[config.mk]
export PLATFORM = sky130hd
export DESIGN_NAME = sipo_8bit
export DESIGN_NICKNAME = d
export VERILOG_FILES = /design/src/rtl/sipo_8bit.sv
export SDC_FILE = /design/constraint.sdc
export NUM_CORES = 1
export LEC_CHECK = 0
export CORE_MARGIN = 5
export CORE_UTILIZATION = 44
export CTS_CLUSTER_DIAMETER = 80
export DETAILED_ROUTE_END_ITERATION = 10
export GPL_TIMING_DRIVEN = 0
export PLACE_DENSITY = 0.74
export SLEW_MARGIN = 0
export SYNTH_ARGS = -nofsm -noshare
export SYNTH_HDL_FRONTEND = slang
export SYNTH_SLANG_ARGS = --single-unit
[constraint.sdc]
create_clock -name clock -period 2.25 [get_ports clock]
set_clock_uncertainty 0.05 [all_clocks]
set_input_delay 0.5625 -clock clock [delete_from_list [all_inputs] [get_ports clock]]
set_output_delay 0.5625 -clock clock [all_outputs]
set_load 0.01 [all_outputs]
[src/rtl/sipo_8bit.sv]
// sipo_8bit: serial-in parallel-out deserializer for the 8-bit serial link.
// The transmitter sends bit 0 of each word first. This block rebuilds each
// word and offers it on a valid/ready port backed by a one-word holding
// register. A sticky flag reports any completed word that had to be dropped.
//
// Parameters:
//   WIDTH      bits per serial word (2..32)
//   MSB_FIRST  0: first received bit -> parallel_out[0]
//              1: first received bit -> parallel_out[WIDTH-1]
// Ports:
//   clock        rising-edge clock
//   reset        synchronous, active-low reset
//   sipo_in      serial data bit
//   sipo_en      sipo_in carries a valid bit this cycle
//   frame_start  discard any partial word and restart the bit count
//   parallel_out assembled word (registered)
//   out_valid    parallel_out holds an undelivered word
//   out_ready    consumer accepts the word
//   bit_count    bits captured into the current partial word
//   overrun      sticky: a completed word was dropped
//   clr_overrun  clears overrun
//   state_dbg    receive FSM state (0 = IDLE, 1 = SHIFT)
//
// Handshake: a word is transferred on every rising edge where
// out_valid && out_ready. out_valid never depends on out_ready in the same
// cycle; once raised, out_valid and parallel_out hold until that transfer.
module sipo_8bit #(
  parameter int WIDTH     = 8,
  parameter bit MSB_FIRST = 1'b0
) (
  input  logic                         clock,
  input  logic                         reset,
  input  logic                         sipo_in,
  input  logic                         sipo_en,
  input  logic                         frame_start,
  output logic [WIDTH-1:0]             parallel_out,
  output logic                         out_valid,
  input  logic                         out_ready,
  output logic [$clog2(WIDTH+1)-1:0]   bit_count,
  output logic                         overrun,
  input  logic                         clr_overrun,
  output logic                         state_dbg
);

  localparam int CW = $clog2(WIDTH+1);

  typedef enum logic {
    IDLE  = 1'b0,
    SHIFT = 1'b1
  } state_t;

  state_t           state_q, state_d;
  logic [WIDTH-1:0] sr_q, sr_d;
  logic [CW-1:0]    count_q, count_d;
  logic [WIDTH-1:0] par_q, par_d;
  logic             valid_q, valid_d;
  logic             ovr_q, ovr_d;

  // Working values after an optional realign: frame_start throws away the
  // partial word before the bit of this cycle (if any) is considered.
  logic [WIDTH-1:0] base_sr;
  logic [CW-1:0]    base_count;
  logic [WIDTH-1:0] shifted;
  logic             complete;

  always_comb begin
    base_sr    = frame_start ? '0 : sr_q;
    base_count = frame_start ? '0 : count_q;

    // LSB-first shifts right so the first bit drifts down to bit 0 after
    // WIDTH captures; MSB-first shifts left so it ends up at the top.
    if (MSB_FIRST) begin
      shifted = {base_sr[WIDTH-2:0], sipo_in};
    end else begin
      shifted = {sipo_in, base_sr[WIDTH-1:1]};
    end

    complete = sipo_en && (base_count == CW'(WIDTH-1));

    sr_d    = base_sr;
    count_d = base_count;
    par_d   = par_q;
    valid_d = valid_q;
    ovr_d   = ovr_q;

    if (out_ready) begin
      valid_d = 1'b0;
    end
    if (clr_overrun) begin
      ovr_d = 1'b0;
    end

    if (sipo_en) begin
      sr_d = shifted;
      if (complete) begin
        count_d = '0;
        // The holding register is free if empty or being drained this edge.
        if (!valid_q || out_ready) begin
          par_d   = shifted;
          valid_d = 1'b1;
        end else begin
          // Drop the new word; setting overrun beats a same-edge clear.
          ovr_d = 1'b1;
        end
      end else begin
        count_d = base_count + CW'(1);
      end
    end

    state_d = (count_d == '0) ? IDLE : SHIFT;
  end

  always_ff @(posedge clock) begin
    if (!reset) begin
      state_q <= IDLE;
      sr_q    <= '0;
      count_q <= '0;
      par_q   <= '0;
      valid_q <= 1'b0;
      ovr_q   <= 1'b0;
    end else begin
      state_q <= state_d;
      sr_q    <= sr_d;
      count_q <= count_d;
      par_q   <= par_d;
      valid_q <= valid_d;
      ovr_q   <= ovr_d;
    end
  end

  assign parallel_out = par_q;
  assign out_valid    = valid_q;
  assign bit_count    = count_q;
  assign overrun      = ovr_q;
  assign state_dbg    = state_q;

endmodule

### After elaboration in Yosys (flattened, before gate mapping)

Index checks and enable logic that the tools add are counted.

| operators by class | value |
|---|---|
| mux-type cells | 14 |
| multiply operators | 0 |
| shift operators | 0 |
| equality and inequality tests | 1 |
| divide/modulo/power cells | 0 |
| $lt $le $gt $ge | 0 |
| $add $sub $neg | 1 |
| bitwise logic cells | 0 |
| reduce and logical (&&, ||, !) cells | 5 |

Operators by type and width:

| cell | number |
|---|---|
| $mux W8 | 2 |
| $mux W4 | 3 |
| $mux W1 | 9 |
| $add A4 B1 Y4 const B | 1 |
| $eq A4 B3 Y1 const B | 1 |
| $logic_not A4 Y1 | 1 |
| $reduce_and A3 Y1 | 1 |
| $logic_and A1 B1 Y1 | 1 |
| $logic_not A1 Y1 | 1 |
| $logic_or A1 B1 Y1 | 1 |

| storage, ports and cells | value |
|---|---|
| memories | 0 |
| latch bits | 0 |
| RAM bits | 0 |
| memory bits (read-only) | 0 |
| logic and storage cells | 27 |
| register bits | 22 |

### Depth between registers and ports, before layout

Gate-level depths: netlist of the first run.

| depth | value |
|---|---|
| word-level depth | 7 |
| gate-level depth with buffers | 7 |
| gate-level depth less buffers | 6 |

### Worst setup path before layout of the first run

No wires, ideal clock.

| timing path | value |
|---|---|
| path type | in2reg |
| start | in frame_start |
| end | reg state_q (netlist: state_dbg) |
| stages | 7 |
| setup time | 124 ps |
| data arrival time | 1803 ps |
| buffers on the path | 1 |
| required time | 2076 ps |
| setup slack | 273 ps |
| cells stage by stage | buf_2 -> nand2b_1 -> inv_1 -> ha_1 -> nand4bb_1 -> a41o_1 -> a2111o_1 |

| between the ends | value |
|---|---|
| longest elaborated chain between the ends | 7 |
| elaborated cells on any way between the ends | 8 |

RTL lines:

| item | RTL line | source |
|---|---|---|
| start, declared | 35 | `input logic frame_start,` |
| $mux W4 (*) | 68 | `base_count = frame_start ? '0 : count_q;` |
| branches (longest 3 deep; another with $add A4 B1 Y4) | n/a |  |
| $mux W4 (*) | 93 | `if (sipo_en) begin` |
| $logic_not A4 Y1 (*) | 110 | `state_d = (count_d == '0) ? IDLE : SHIFT;` |
| $mux W1 (*) | 110 |  |
| end signal, assigned | 122 | `state_q <= state_d;` |
| end, declared | 52 | `state_t state_q, state_d;` |

Every way passes the cells marked *.
A chain may end at the register's enable or synchronous reset.

### Worst setup path in the final report of the first run

| timing path | value |
|---|---|
| start | reg count_q[2] (netlist: bit_count[2]) |
| end | out bit_count[2] |

RTL lines:

| item | RTL line | source |
|---|---|---|
| start, declared | 54 | `logic [CW-1:0] count_q, count_d;` |
| start signal, assigned | 124 | `count_q <= count_d;` |
| end, declared | 39 | `output logic [$clog2(WIDTH+1)-1:0] bit_count,` |

No word-level cell between the ends.

==> out/results.txt, run 1 <==
Outcome: finished, final reports clean
FF+latch count, synth: 22
Nets@finish: 130
P per Cell Area: 533 mW/mm2
Area growth syn-to-layout: 33.0%
Final total power: 669 uW
Cts hold-fix bufs: 0
Max-cap violation count: 0
Kind of critical path: reg2out
Gr usage total: 12.0%
Worst-skew pair later-pin latency: 300 ps
Syn Nets: 103
WL per Instance: 12.4 um
Hold depth: 2
Num CTS Buffers: 3
Cells on worst reg2reg path: 5
Seq/Total Area, Yosys: 46.7%
Largest net degree at the start of global routing: 13
Max transition margin: 79.2%
Largest cells by area after synthesis: dfxtp_1, mux2i_1, nand2_1, nor2_1, nor4bb_1
Syn avg cell area: 9.93 um2
Final hold violation count: 0
Non-Filler Instances: 148
Setup Viol. Count Final: 0
Synth Area in Compound Gates: 5.04%
Worst Tran Pin Value: 312 ps
Die area: 0.00317 mm2
Final min period: 1880 ps
Diodes inserted: 0
R2r endpoint: state_dbg
DRT iter0 DRCs: 14
Post-Syn Instances: 95
Die H: 56.3 um
R2r startpoint: bit_count[1]
Grt total ovfl: 0
Adder-Cell Fraction of Synth Area: 1.33%
FF-to-FF setup slack: 570 ps
Worst min-delay path endpoint: parallel_out[7]
Port bufs: 21
Vias in the first global route: 674
Simple-gate share of the synthesized area: 26.8%
CTS tree: done
Synth Area in XOR/XNOR: 0.928%
Clock transition at the registers of the reported paths: 120 ps
CP max FO: 5
Fmax: 0.532 GHz
HP Class: reg2reg
CP max-delay cell: clkdlybuf4s50_1
Top_reg_cell synth: dfxtp_1
Peak supply drop: 0.000297 V
Post-route antenna net violation count: 0
CP Cell Sequence: clkdlybuf4s50_1
Top delay family on crit path: buffers and inverters
Crit path buffers/inverters: 1
Mapped cell area: 943 um2
Synth top area share: 46.7%
Period utilization: 83.6%
CP Data Required Time: 1640 ps
RSZ-0062 raised after global routing: no
EDFF count, synth: 0
Global placement routability congestion: 0.769
Sink Count: 22
Chip Width: 56.3 um
Max H-tree Level: 1
Worst EP arrival: 1270 ps
Initial Util: 47.1%
Mux cell area share after synthesis: 16.0%
Leak: 0.477 nW
Vias: 738
Async set-reset flop share out of synthesis: 0%
CORE AREA: 0.00200 mm2
Min-delay src: parallel_out[7]
Initial antenna violation count: 0
Cells after DPL: 143
Layout cells sized above 1: 13.2%
DR vias/cell: 4.99
Warnings, synthesis: 0
Post-DP HPWL: 1380 um
Drt pass-1 iters: 4
Maximum root-to-sink buffer count: 2
Crit-path max cell delay: 560 ps
Max-slew violation count: 0
First-pass GRT wire length: 3080 um
I/O pins: 22
Largest family of logic cells by synthesized area: simple AND/OR/NAND/NOR gates
Total routed wirelength: 1830 um
Post-synth top area cell: dfxtp_1
CP endpoint kind: output port
DR DRC count: 0
Count of cell types in the netlist: 30
Root buffer cell: clkbuf_4
Worst Setup Start Kind: register
CP startpoint: bit_count[2]
Core Rows: 16
[cell families (layout without fill, tap and decap cells)]
group | after synthesis | after routing
AND/OR/NAND/NOR | 44 | 44
adder cells (fa/ha/maj) | 1 | 1
flip-flops | 22 | 22
buffers and inverters | 6 | 32
XOR/XNOR | 1 | 1
multiplexers | 15 | 15
AO/OA/AOI/OAI | 6 | 6
[sequential cells by signal (all words and copies together) (netlist names)]
register,count
sr_q,7
parallel_out,8
state_dbg,1
bit_count,4
out_valid,1
overrun,1
[stage by stage]
stage | TNS [ps] | utilization [%] | cell area [um2] | hold WS, ps | setup slack [ps]
floorplan | 0 | - | 943 | 387 | 273
global placement | -3240 | 59.3 | 1190 | 391 | -366
detailed placement | -3810 | 59.3 | 1190 | 398 | -419
CTS | 0 | 62.1 | 1240 | 418 | 12.5
global route | 0 | 62.7 | 1250 | 442 | 262
finish | 0 | 62.7 | 1250 | 416 | 370
[cell type report]
cell class | count | area (um2)
buffer | 4 | 28.8
clock buffer | 4 | 36.3
fill | 182 | 747
inverter | 2 | 7.51
multi-input combinational | 67 | 475
sequential | 22 | 440
tap | 27 | 33.8
timing repair buffer | 22 | 233
[how the worst max path moves through the flow]
stage / end / slack [ps] / cells after the start
floorplan: state_dbg / 270 / 7
global placement: parallel_out[4] / -370 / 8
detailed placement: parallel_out[5] / -420 / 8
CTS: state_dbg / 10 / 8
global route: state_dbg / 260 / 8
finish: bit_count[2] / 370 / 1
[power by group]
group | switching [mW] | internal (mW)
logic | 0.0252 | 0.0296
clock network | 0.118 | 0.0987
registers | 0.00329 | 0.394
total | 0.146 | 0.522
[what timing repair did]
action                                  CTS  global route
endpoints found under the setup margin    8             2
gates resized for setup                   0             5
pin swaps                                 1             1
buffers inserted                          1             0
[layout by cell type (no fill, tap or decap), types with 2 or more instances in the layout]
| master | count |
|---|---|
| a21oi_1 | 2 |
| and2_1 | 2 |
| buf_2 | 2 |
| clkbuf_4 | 4 |
| clkdlybuf4s50_1 | 20 |
| dfxtp_1 | 22 |
| mux2i_1 | 14 |
| nand2_1 | 17 |
| nand2b_1 | 3 |
| nor2_1 | 8 |
| nor2b_1 | 2 |
| nor4bb_1 | 2 |
[metal layers]
layer / global-route usage (%) / wire [um] / up-vias
met3: 4.13 / 97 / 4
met1: 16.0 / 878 / 341
met2: 17.5 / 837 / 15
met5: 0 / 0 / -
li1: - / - / 378
met4: 5.08 / 17 / 0
[synth_stat cells, drive strengths merged, types with 2 or more instances]
cell type / instances
nor2b: 3
mux2i: 14
dfxtp: 22
nand2: 17
a21oi: 2
and2: 2
nor4bb: 2
buf: 3
inv: 2
nand2b: 3
nor2: 8
or3b: 2
Power figures use the tool's default switching activity.
==> inputs of run 2 (changes only) <==
- clock period: 2.25 -> 1.8 ns (I/O delays scaled with it)
==> run 2 against run 1 <==
Effect of this change: total power rose by 43%; die area unchanged; sequential share of layout area is 0.93 points lower; combinational power up 37%; clock power up 77%; sequential power grew 25%; critical path depth stayed put; register-to-register slack worse by 450 ps; utilization grew 2.4 points; highest routed layer unchanged.
==> out/results.txt, run 2 (synthesized netlist as in run 1, its figures left out) <==
Internal: 760 uW (was 522 uW)
Die area: 0.00317 mm2 (unchanged)
Pre-CTS setup slack: -662 ps (was -419 ps)
Die H: 56.3 um (unchanged)
Crit-path max cell delay: 540 ps (was 560 ps)
I/O pins: 22 (unchanged)
DR vias/cell: 4.90 (was 4.99)
Grt total ovfl: 0 (unchanged)
Setup WS post-layout: 53.1 ps (was 370 ps)
Most common cell after layout, fill and taps aside: clkdlybuf4s50_1 (was dfxtp_1)
Sink Count: 22 (unchanged)
P per Cell Area: 732 mW/mm2 (was 533 mW/mm2)
Final hold violation count: 0 (unchanged)
Clock transition at the registers of the reported paths: 130 ps (was 120 ps)
Total routed wirelength: 1960 um (was 1830 um)
Clk pwr share: 40.0% (was 32.4%)
Fmax: 0.572 GHz
DR DRC count: 0 (unchanged)
Worst-skew pair later-pin latency: 320 ps (was 300 ps)
Initial antenna violation count: 0 (unchanged)
Period utilization: 97.0%
RSZ-0062 raised after global routing: no (unchanged)
Max-cap violation count: 0 (unchanged)
Chip Width: 56.3 um (unchanged)
CP endpoint kind: output port (unchanged)
Core Util, Final: 65.1% (was 62.7%)
Worst Tran Pin Value: 309 ps (was 312 ps)
Global placement routability congestion: 0.770 (was 0.769)
CP max FO: 4 (was 5)
Num CTS Buffers: 3 (unchanged)
Sw frac: 20.4% (was 21.9%)
Maximum root-to-sink buffer count: 2 (unchanged)
Worst EP arrival: 1250 ps (was 1270 ps)
Gr usage total: 13.9% (was 12.0%)
Nets@finish: 135 (was 130)
Drt pass-1 iters: 4 (unchanged)
WL per Instance: 12.8 um (was 12.4 um)
CP max-delay cell: clkdlybuf4s50_1 (unchanged)
First-pass GRT wire length: 3450 um (was 3080 um)
Max transition margin: 79.4% (was 79.2%)
CP Data Required Time: 1300 ps (was 1640 ps)
Area growth syn-to-layout: 38.2% (was 33.0%)
Post-route antenna net violation count: 0 (unchanged)
Sequential Power Share: 52.1% (was 59.4%)
CORE AREA: 0.00200 mm2 (unchanged)
Net load switching power: 195 uW (was 146 uW)
Max-slew violation count: 0 (unchanged)
Layout cells sized above 1: 22.2% (was 13.2%)
Peak supply drop: 0.000529 V (was 0.000297 V)
Root buffer cell: clkbuf_4 (unchanged)
Top delay family on crit path: buffers and inverters (unchanged)
Port bufs: 21 (unchanged)
Max reg flops: 8 (unchanged)
Largest net degree at the start of global routing: 14 (was 13)
DRT iter0 DRCs: 10 (was 14)
Vias: 750 (was 738)
Leak: 0.506 nW (was 0.477 nW)
Kind of critical path: reg2out (unchanged)
Max H-tree Level: 1 (unchanged)
Crit path buffers/inverters: 1 (unchanged)
CTS tree: done (unchanged)
Post-DP HPWL: 1420 um (was 1380 um)
HP Class: reg2reg (unchanged)
Final min period: 1750 ps
Diodes inserted: 0 (unchanged)
Cts hold-fix bufs: 0 (unchanged)
Placement Cell Area: 0.00120 mm2 (was 0.00119 mm2)
Initial Util: 47.1% (unchanged)
Outcome: finished, final reports clean (unchanged)
Design area: 0.00130 mm2 (was 0.00125 mm2)
CP Cell Sequence: clkdlybuf4s50_1 (unchanged)
Part of the power in combinational logic: 7.8% (was 8.2%)
Core Rows: 16 (unchanged)
Worst Setup Start Kind: register (unchanged)
Most frequent cells in the layout: clkdlybuf4s50_1, dfxtp_1, nand2_1, mux2i_1, nor2_1 (was dfxtp_1, clkdlybuf4s50_1, nand2_1, mux2i_1, nor2_1)
Vias in the first global route: 769 (was 674)
Setup Viol. Count Final: 0 (unchanged)
## run 2: layout make-up
| class | count | area, um2 |
|---|---|---|
| Fill cell | 162 | 698 |
| Multi-Input combinational cell | 67 | 485 |
| Sequential cell | 22 | 445 |
| Timing Repair Buffer | 27 | 250 |
| Tap cell | 27 | 33.8 |
| Clock inverter | 1 | 30.0 |
| Buffer | 4 | 28.8 |
| Clock buffer | 3 | 22.5 |
| Inverter | 2 | 7.51 |
## run 2: power groups by stage
stage | registers, mW | clock network, mW | logic [mW]
3_5_place_dp | 0.508 | 0 | 0.0704
3_3_place_gp | 0.508 | 0 | 0.0700
2_1_floorplan | 0.509 | 0 | 0.0373
6_report | 0.498 | 0.382 | 0.0749
4_1_cts | 0.498 | 0.393 | 0.0748
5_1_grt | 0.499 | 0.403 | 0.0823
## run 2: per-stage QoR
stage,hold slack [ps],TNS (ps),instances,power (mW)
2_1_floorplan,387,0,95,0.547
3_5_place_dp,398,-7440,143,0.579
6_report,417,0,153,0.954
3_3_place_gp,393,-7120,143,0.578
5_1_grt,443,0,153,0.985
4_1_cts,418,0,152,0.965
## run 2: final timing paths
check                                      from  cells after the start         endpoint  slack [ps]
worst min-delay path            parallel_out[6]                      2  parallel_out[6]         420
worst min register to register  parallel_out[6]                      2  parallel_out[6]         420
worst max register to register     bit_count[1]                      5        state_dbg         120
worst max-delay path               bit_count[0]                      1     bit_count[0]          50
## run 2: what timing repair did
item | CTS | global route
gates cloned | 0 | 0
buffers inserted | 5 | 1
setup endpoints to repair | 11 | 10
pin swaps | 2 | 1
resized for setup | 3 | 5
## run 2: worst reg2reg max path, cell delays in order, from the launching register on
cell	delay [ps]
dfxtp_2	380
nor2b_1	150
ha_2	220
nand4bb_1	150
a41o_1	260
a2111o_1	370
## run 2: metal layers
| layer | wire length, um | vias to the layer above | global-route usage (%) |
|---|---|---|---|
| met1 | 955 | 339 | 18.0 |
| li1 | - | 386 | - |
| met3 | 65 | 5 | 1.83 |
| met2 | 879 | 20 | 21.4 |
| met4 | 63 | 0 | 9.15 |
| met5 | 0 | - | 0 |
==> inputs of run 3 (changes only) <==
- GPL_TIMING_DRIVEN: 0 -> unset
==> run 3 against run 2 <==
Effect of this change: global-route usage shrank 0.52 points; utilization is 0.50 points higher; final cell count down 2.0%; critical path depth is the same; total power decreased by 2.0%; combinational power down 3.3%; wire length decreased by 5.5%; non-clock buffer count decreased by 3; highest routed layer unchanged; sequential cell count did not move; worst hold slack got worse by 3.1 ps; via count down 0.67%.
==> out/results.txt, run 3 (synthesized netlist as in run 1, its figures left out) <==
Fmax: 0.579 GHz (was 0.572 GHz)
Cells on worst reg2reg path: 5 (unchanged)
Port bufs: 21 (unchanged)
Grt total ovfl: 0 (unchanged)
R2r endpoint: state_dbg (unchanged)
Gr busiest metal: met2 (unchanged)
Area of the multi-input gates: 502 um2 (was 485 um2)
I/O pins: 22 (unchanged)
R2r startpoint: bit_count[1] (unchanged)
Worst Setup Start Kind: register (unchanged)
Clock transition at the registers of the reported paths: 120 ps (was 130 ps)
Initial antenna violation count: 0 (unchanged)
CP max FO: 4 (unchanged)
Peak supply drop: 0.000795 V (was 0.000529 V)
Largest net degree at the start of global routing: 14 (unchanged)
Post-CTS setup buffer count: 0 (was 5)
M1 GR Usage: 15.5% (was 18.0%)
Chip Width: 56.3 um (unchanged)
Die area: 0.00317 mm2 (unchanged)
Vias: 745 (was 750)
DRT iter0 DRCs: 7 (was 10)
DR DRC count: 0 (unchanged)
Initial Util: 47.1% (unchanged)
Worst min-delay path endpoint: parallel_out[7] (was parallel_out[6])
Most frequent cells in the layout: clkdlybuf4s50_1, dfxtp_1, nand2_1, mux2i_1, nor2_1 (unchanged)
Maximum root-to-sink buffer count: 2 (unchanged)
Max H-tree Level: 1 (unchanged)
Core Rows: 16 (unchanged)
Hold depth: 2 (unchanged)
CORE AREA: 0.00200 mm2 (unchanged)
Die H: 56.3 um (unchanged)
Fillers: 168 (was 162)
Total routed wirelength: 1860 um (was 1960 um)
RSZ-0062 raised after global routing: no (unchanged)
HP Class: reg2reg (unchanged)
Crit path buffers/inverters: 1 (unchanged)
Final total power: 936 uW (was 954 uW)
Final hold violation count: 0 (unchanged)
GR Layer Usage met3: 2.75% (was 1.83%)
Max reg flops: 8 (unchanged)
P per Cell Area: 712 mW/mm2 (was 732 mW/mm2)
Final min period: 1730 ps (was 1750 ps)
First-pass GRT wire length: 3280 um (was 3450 um)
Post-DP HPWL: 1440 um (was 1420 um)
Nets@finish: 132 (was 135)
Non-Filler Instances: 150 (was 153)
CP max-delay cell: clkdlybuf4s50_1 (unchanged)
Cts hold-fix bufs: 0 (unchanged)
Most common cell after layout, fill and taps aside: clkdlybuf4s50_1 (unchanged)
Period utilization: 96.0% (was 97.0%)
Max-cap violation count: 0 (unchanged)
DR vias/cell: 4.97 (was 4.90)
Worst Tran Pin Value: 249 ps (was 309 ps)
CP Data Required Time: 1300 ps (about the same)
Max transition margin: 83.2% (was 79.4%)
Global placement routability congestion: 0.888 (was 0.770)
Post-route antenna net violation count: 0 (unchanged)
Cells after DPL: 146 (was 143)
Min-delay src: parallel_out[7] (was parallel_out[6])
Outcome: finished, final reports clean (unchanged)
FF-to-FF setup slack: 110 ps (was 120 ps)
Crit-path max cell delay: 540 ps (about the same)
Sink Count: 22 (unchanged)
Worst-skew pair later-pin latency: 300 ps (was 320 ps)
Vias in the first global route: 737 (was 769)
Num CTS Buffers: 3 (unchanged)
Top delay family on crit path: buffers and inverters (unchanged)
Kind of critical path: reg2out (unchanged)
Worst EP arrival: 1230 ps (was 1250 ps)
WL per Instance: 12.4 um (was 12.8 um)
CTS tree: done (unchanged)
Drt pass-1 iters: 4 (unchanged)
CP endpoint kind: output port (unchanged)
Leak: 0.493 nW (was 0.506 nW)
Reg area: 448 um2 (was 445 um2)
Root buffer cell: clkbuf_4 (unchanged)
GR Layer Usage met2: 21.5% (was 21.4%)
Area growth syn-to-layout: 39.3% (was 38.2%)
CP Cell Sequence: clkdlybuf4s50_1 (unchanged)
Worst Hold Margin: 414 ps (was 417 ps)
Layout cells sized above 1: 22.0% (was 22.2%)
Gr usage total: 13.4% (was 13.9%)
Diodes inserted: 0 (unchanged)
Max-slew violation count: 0 (unchanged)
Setup Viol. Count Final: 0 (unchanged)
[run 3: cell types whose count changed in the layout (fill, tap and decap cells not counted), sizes merged]
cell / delta
clkbuf: -1
buf: -2
[run 3: power by group]
part / switching, mW / internal, mW / total, mW / leakage (nW)
combinational: 0.0323 / 0.0401 / 0.0724 / 0.285
clock: 0.141 / 0.225 / 0.366 / 0.0279
sequential: 0.00485 / 0.492 / 0.497 / 0.180
total: 0.178 / 0.757 / 0.936 / 0.493
[run 3: area by class of cell]
type,count,area share [%]
Multi-Input combinational cell,67,38.2
Sequential cell,22,34.1
Timing Repair Buffer,28,20.6
Tap cell,27,2.57
Clock inverter,1,2.29
Clock buffer,3,1.71
Inverter,2,0.571
[run 3: worst max-delay path by stage]
stage | start | end | slack (ps) | depth (start not counted)
5_1_grt | bit_count[2] | bit_count[2] | 10 | 1
4_1_cts | bit_count[3] | bit_count[3] | 5 | 1
6_report | bit_count[0] | bit_count[0] | 70 | 1
2_1_floorplan | frame_start | state_dbg | 20 | 7
3_5_place_dp | frame_start | state_dbg | -470 | 7
3_3_place_gp | frame_start | state_dbg | -410 | 7
[run 3: layer usage]
layer  vias up  wire length, um
met5         -                0
met4         0               34
met3         2               71
met2        15              878
met1       340              872
li1        388                -
[run 3: what timing repair did]
item / in CTS / in global routing
pin swaps: 0 / 2
endpoints found under the hold margin: 0 / 0
resized for setup: 3 / 9
setup endpoints to repair: 12 / 6
[run 3: stage by stage]
step / setup slack [ps] / TNS [ps] / util (%) / area, um2
floorplan: 16.6 / 0 / - / 960
global placement: -409 / -4220 / 61.9 / 1240
detailed placement: -468 / -5110 / 61.9 / 1240
CTS: 5.12 / 0 / 64.6 / 1290
global route: 11.6 / 0 / 65.6 / 1310
finish: 72.8 / 0 / 65.6 / 1310
